`config.mk`:
```
export PLATFORM = sky130hd
export DESIGN_NAME = seri_toplama_cikarma
export DESIGN_NICKNAME = d
export VERILOG_FILES = /design/src/rtl/seri_toplama_cikarma.sv
export SDC_FILE = /design/constraint.sdc
export NUM_CORES = 1
export LEC_CHECK = 0
export ABC_AREA = 1
export CAP_MARGIN = 10
export CORE_MARGIN = 2
export CORE_UTILIZATION = 39
export CTS_BUF_LIST = sky130_fd_sc_hd__clkbuf_2 sky130_fd_sc_hd__clkbuf_4 sky130_fd_sc_hd__clkbuf_8
export CTS_CLUSTER_SIZE = 30
export DETAILED_ROUTE_END_ITERATION = 7
export PLACE_DENSITY_LB_ADDON = 0.25
export SYNTH_ARGS = -nofsm -noshare
export SYNTH_HDL_FRONTEND = slang
export SYNTH_SLANG_ARGS = --single-unit
```
`constraint.sdc`:
```
create_clock -name clk -period 4.5 [get_ports clk]
set_input_delay 0.9 -clock clk [delete_from_list [all_inputs] [get_ports clk]]
set_output_delay 0.9 -clock clk [all_outputs]
set_load 0.05 [all_outputs]
```
`src/rtl/seri_toplama_cikarma.sv`:
```
//------------------------------------------------------------------------------
// Module   : seri_toplama_cikarma
// Brief    : Serial signed adder/subtractor, STEP bits per clock, W+1-bit exact
//            result aligned to Q(2W-2FRAC).2FRAC. Optional macro: SATURATION_EN.
// Revision : 1.0 - initial release
//------------------------------------------------------------------------------
`default_nettype none

module seri_toplama_cikarma #(
   parameter int W    = 32,
   parameter int FRAC = 16,
   parameter int STEP = 1
) (
   input  logic             clk,
   input  logic             rst,
   input  logic             basla,
   input  logic             islem,
   input  logic [W-1:0]     sayi1,
   input  logic [W-1:0]     sayi2,
   output logic [2*W-1:0]   sonuc,
   output logic             hazir,
   output logic             gecerli,
   output logic             tasma
);

   localparam int NSTEP = W / STEP;
   localparam int CW    = $clog2(NSTEP + 1);

   typedef enum logic [0:0] {
      BOSTA = 1'b0,
      HESAP = 1'b1
   } state_t;

   state_t           state_q, state_d;
   logic [W-1:0]     a_q, a_d, b_q, b_d, sum_q, sum_d;
   logic             carry_q, carry_d;
   logic             a_msb_q, a_msb_d, b_msb_q, b_msb_d;
   logic             gecerli_q, gecerli_d, tasma_q, tasma_d;
   logic [CW-1:0]    cnt_q, cnt_d;
   logic [2*W-1:0]   sonuc_q, sonuc_d;

   logic [STEP:0]    w_slice;
   logic [W-1:0]     w_sum_shift;
   logic [W-1:0]     w_b_in;
   logic [W:0]       w_r;
   logic             w_ovf;
   logic [2*W-1:0]   w_ext;

   assign w_slice = {1'b0, a_q[STEP-1:0]} + {1'b0, b_q[STEP-1:0]} + {{STEP{1'b0}}, carry_q};

   // New sum bits enter from the MSB side so the word is LSB-aligned after the last step.
   generate
      if (STEP == W) begin : g_full
         assign w_sum_shift = w_slice[STEP-1:0];
      end else begin : g_part
         assign w_sum_shift = {w_slice[STEP-1:0], sum_q[W-1:STEP]};
      end
   endgenerate

   assign w_b_in = islem ? ~sayi2 : sayi2;
   assign w_ovf  = (a_msb_q == b_msb_q) && (w_sum_shift[W-1] != a_msb_q);

   always_comb begin
      w_r = {a_msb_q ^ b_msb_q ^ w_slice[STEP], w_sum_shift};
`ifdef SATURATION_EN
      if (w_ovf) begin
         w_r = a_msb_q ? {2'b11, {(W-1){1'b0}}} : {2'b00, {(W-1){1'b1}}};
      end
`endif
      w_ext = {{(W-1){w_r[W]}}, w_r} << FRAC;
   end

   always_comb begin
      state_d   = state_q;
      a_d       = a_q;
      b_d       = b_q;
      sum_d     = sum_q;
      carry_d   = carry_q;
      a_msb_d   = a_msb_q;
      b_msb_d   = b_msb_q;
      cnt_d     = cnt_q;
      gecerli_d = gecerli_q;
      tasma_d   = tasma_q;
      sonuc_d   = sonuc_q;
      case (state_q)
         BOSTA: begin
            if (basla) begin
               a_d       = sayi1;
               b_d       = w_b_in;
               a_msb_d   = sayi1[W-1];
               b_msb_d   = w_b_in[W-1];
               carry_d   = islem;
               cnt_d     = '0;
               gecerli_d = 1'b0;
               state_d   = HESAP;
            end
         end
         HESAP: begin
            sum_d   = w_sum_shift;
            a_d     = a_q >> STEP;
            b_d     = b_q >> STEP;
            carry_d = w_slice[STEP];
            cnt_d   = cnt_q + CW'(1);
            if (cnt_q == CW'(NSTEP - 1)) begin
               sonuc_d   = w_ext;
               tasma_d   = w_ovf;
               gecerli_d = 1'b1;
               state_d   = BOSTA;
            end
         end
         default: state_d = BOSTA;
      endcase
   end

   always_ff @(posedge clk or posedge rst) begin
      if (rst) begin
         state_q   <= BOSTA;
         a_q       <= '0;
         b_q       <= '0;
         sum_q     <= '0;
         carry_q   <= 1'b0;
         a_msb_q   <= 1'b0;
         b_msb_q   <= 1'b0;
         cnt_q     <= '0;
         gecerli_q <= 1'b0;
         tasma_q   <= 1'b0;
         sonuc_q   <= '0;
      end else begin
         state_q   <= state_d;
         a_q       <= a_d;
         b_q       <= b_d;
         sum_q     <= sum_d;
         carry_q   <= carry_d;
         a_msb_q   <= a_msb_d;
         b_msb_q   <= b_msb_d;
         cnt_q     <= cnt_d;
         gecerli_q <= gecerli_d;
         tasma_q   <= tasma_d;
         sonuc_q   <= sonuc_d;
      end
   end

   assign hazir   = (state_q == BOSTA);
   assign gecerli = gecerli_q;
   assign tasma   = tasma_q;
   assign sonuc   = sonuc_q;

endmodule

`default_nettype wire

```
# Yosys cells after proc, flatten, opt, wreduce, memory -nomap -nowiden

Index checks and enable logic that the tools add are counted.
W data, S select, Z words.

Bits in registers: 141
Input port bits: 68
Output and inout bits: 67
Logic and storage cells: 42

Bitwise logic cells: 4
Add/subtract/negate cells: 3
Eq/ne operators: 5
Reduce and logical (&&, ||, !) cells: 4
Multiplexer cells: 15

Operators with widths:

| kind                  | count |
|---|---|
| $pmux W32 S2          | 2 |
| $mux W32              | 3 |
| $not A32 Y32          | 1 |
| $pmux W6 S2           | 1 |
| $add A6 B1 Y6 const B | 1 |
| $eq A6 B5 Y1 const B  | 1 |
| $mux W6               | 1 |
| $pmux W1 S2           | 3 |
| $reduce_and A2 Y1     | 3 |
| $mux W1               | 5 |
| $add A1 B1 Y2         | 1 |
| $add A2 B1 Y2         | 1 |
| $ne A2 B1 Y1 const B  | 1 |
| $ne A2 B2 Y1 const B  | 1 |
| $xor A1 B1 Y1         | 2 |
| $eq A1 B1 Y1          | 1 |
| $logic_and A1 B1 Y1   | 1 |
| $ne A1 B1 Y1          | 1 |
| $not A1 Y1            | 1 |

# Logic depth before layout (Yosys ltp)

Depth after elaboration: 4
Mapped depth: 8
Mapped depth without buffers: 7

# Worst setup path before layout

OpenSTA, ideal clock, no wires.

Path type: register -> output
From: reg, netlist name sonuc[48]
To: out sonuc[49]
Data required time: 3.600 ns
Stages on the path, launching flop included: 2
Arrival: 1.150 ns
Slack: 2.450 ns
Path buffers: 1
Cell sequence: dfrtp_1 buf_4

RTL lines:

| item             | line | text |
|---|---|---|
| end: declaration | 20   | `output logic [2*W-1:0] sonuc,` |

No word-level cell between the ends.

# Final worst setup path

From: reg state_q
To: out hazir

Word-level cells in the longest chain between the ends: 1

RTL lines:

| item                     | line | text |
|---|---|---|
| start: declaration       | 34   | `state_t state_q, state_d;` |
| start signal: assignment | 129  | `state_q <= state_d;` |
| $not A1 Y1 (no line)     | --   |  |
| end: declaration         | 21   | `output logic hazir,` |

No other way between the ends.

==> flow_metrics.py <==
metrics = {
    "timing": {
        "fmax_mhz": 332,
        "slew_violations": 0,
        "finalHoldViolCount": 0,
        "timing.final.crit_period_ns": 3.01,
        "holdWs_ns": 0.483,
        "maxSlewHeadroom_pct": 36.2,
        "period_share_pct": 66.9,
        "fin_tns_setup_ns": 0,
        "skew_ns": 0.0116,
        "rsz0062_at_grt": "no",
        "setup_violations": 0,
        "timing.final.ws_setup_ns": 1.49,
        "max_slew.worst_pin.slew_ns": 0.955,
    },
    "setup_path": {
        "critPathMaxStageDelay_ns": 0.82,
        "critPathKind": "reg -> out",
        "critPathArrivalTime_ns": 2.11,
        "critPathLaunchType": "flop",
        "crit_path_end_kind": "output port",
        "critPathSlowestCell": "clkdlybuf4s50_1",
        "path_cells": "inv_2, clkdlybuf4s50_1",
        "reg2reg_slack_ns": 2.22,
        "required_ns": 3.60,
        "critPathMaxFanout": 45,
    },
    "finish": {
        "drive_above_1_share_pct": 6.86,
        "nFillCells": 1455,
        "area_delta_synth_final_pct": 24.1,
        "fin_cells": 969,
        "utilization_pct": 49.9,
        "nets": 816,
        "antenna_cells": 0,
    },
    "global_routing": {
        "antenna_found_initial": 0,
        "track_usage_pct": 15.1,
        "globalRoute.totalOverflow": 0,
        "grt_pass1_wl_mm": 20.2,
        "first_global_vias": 4321,
        "grt_max_degree": 88,
    },
    "clock_network": {
        "cts_resized": 0,
        "post-cts-setup-buffer-count": 0,
        "clk_latency_ns": 0.43,
        "hold_buffers": 0,
        "cts_tree": "done",
        "numCtsBuffers": 17,
        "cts_buffer_depth": 2,
        "cts.sinks": 140,
        "cts_root_buf": "clkbuf_8",
        "clkTransAtPathRegs_ns": 0.07,
        "htreeDepth": 4,
    },
    "drt": {
        "routed_wl_mm": 11.9,
        "routedWlPerCell_um": 12.3,
        "detail_route.vias_per_cell": 4.63,
        "remaining_drc_errors": 0,
        "ant_nets": 0,
        "drtIter0Drc": 271,
        "dr_total_vias": 4491,
        "dr.pass1.iters": 4,
    },
    "floorplanning": {
        "die_w_um": 130,
        "initial_core_util_pct": 40.2,
        "ioPinCount": 135,
        "die_h_um": 130,
        "core-area_sq_mm": 0.0153,
        "dieArea_sq_mm": 0.0168,
        "placementRows": 45,
    },
    "logic_synthesis": {
        "yosysWarnings": 0,
        "ys_types": 27,
        "syn_avg_cell_area_sq_um": 9.37,
        "syn_area_sq_mm": 0.00615,
        "synthFlopType": "dfrtp_1",
        "synth_common_cells": "186 x nand2_1, 140 x dfrtp_1, 70 x o21ai_0",
        "synth_edf_count": 0,
        "synthArstFlopShare_pct": 100,
        "synth.area.top_cells": "dfrtp_1 57%, nand2_1 11%, o21ai_0 5.7%, xnor2_1 4.6%, buf_4 4.4%",
        "ys_ff_latch": 140,
        "synth_most_common_cell": "nand2_1",
        "synthCells": 657,
        "synth_top_area_share_pct": 56.9,
        "synth_top_area_cell": "dfrtp_1",
        "yosysSeqAreaShare_pct": 56.9,
    },
    "pwr": {
        "power_leakage_nw": 3.47,
        "vdd_ir_drop_max_mv": 0.234,
        "power_density_mw_per_mm2": 615,
    },
    "placed_design": {
        "gp_congestion": 0.734,
        "placed_cells": 938,
        "dp_hpwl_mm": 8.00,
        "portBuffers": 118,
        "dp_slack_ns": 1.73,
    },
    "run_status": {
        "status": "complete, no violations",
    },
    "run": {
        "drv_cap": 0,
    },
    "worst_hold_path": {
        "hp-class": "reg -> reg",
    },
}
## area by class of cell
cell class	instances	area, sq um	share of cell area, %
clock buffer	23	285	3.74
multi-input combinational	418	2100	27.5
timing repair buffer	125	1240	16.3
sequential	140	3510	45.9
inverter	44	169	2.21
tap	211	264	3.46
clock inverter	8	70.1	0.918
## critical path, delay by kind of cell (launching register included)
family,cells,cell delay [ns]
flip-flops,1,0.67
buffers and inverters,2,1.01
## report_power, final
part           switching, W  internal [W]
Clock              0.000441      0.000473
Combinational       0.00112      0.000647
Sequential         0.000294       0.00172
Total               0.00186       0.00284
## metrics by stage
step / power [W] / cell area (sq um)
6_report: 0.00470 / 7630
5_1_grt: 0.00504 / 7630
4_1_cts: 0.00476 / 7630
3_5_place_dp: 0.00382 / 7280
3_3_place_gp: 0.00377 / 7280
2_1_floorplan: 0.00333 / 6210
## routing by layer
layer | vias up | routed length, um | share of wire [%] | track usage, %
met5 | - | 0 | 0 | 0
met3 | 19 | 543 | 4.6 | 3.80
met1 | 2098 | 5570 | 47 | 20.5
met2 | 121 | 5570 | 47 | 23.1
met4 | 0 | 233 | 2.0 | 6.51
li1 | 2253 | - | - | -
## flip-flops by register name, summed over array words and instances, names as in the netlist
name and cells:
sonuc 33, a_q 32, b_q 32, sum_q 31
cnt_q 6, a_msb_q 1, b_msb_q 1, carry_q 1
gecerli 1, state_q 1, tasma 1
## kinds of logic after synthesis
group	count (synthesis)	share of synthesized area, %
compound gates	137	12.9
xor+xnor	32	4.55
other cells	1	0.0609
simple gates	231	15.1
buf+inv	114	9.96
flops	140	56.9
fa+ha+maj	2	0.529
## cells in the final DEF, fill, tap and decap left out
master / n
clkdlybuf4s50_1: 117
clkbuf_4: 5
bufinv_16: 1
nor2_2: 1
ha_1: 1
o211ai_1: 1
dfrtp_4: 1
a22oi_1: 32
inv_1: 41
o21ai_2: 5
buf_2: 1
nor2_1: 5
nand2_1: 186
buf_12: 1
nor2_4: 1
buf_4: 6
or2_2: 1
nand3_1: 34
inv_2: 2
clkinv_2: 5
nand3_2: 1
xnor2_1: 32
nand3b_1: 1
nand4_1: 1
a22o_1: 1
fa_1: 1
clkbuf_8: 18
conb_1: 16
clkinvlp_4: 3
dfrtp_1: 139
o21ai_1: 28
o21ai_0: 70
## path summary, 6_finish.rpt
kind,from,to,cells past startpoint
worst max-delay path,state_q,hazir,2
worst min-delay path,sonuc[38],sonuc[38],2
worst max register to register,state_q,sonuc[16],5
worst min register to register,sonuc[38],sonuc[38],2
max in group asynchronous,rst,sonuc[42],3
min in group asynchronous,rst,b_q[7],2
Note: power is estimated with default switching activity, not from simulation.
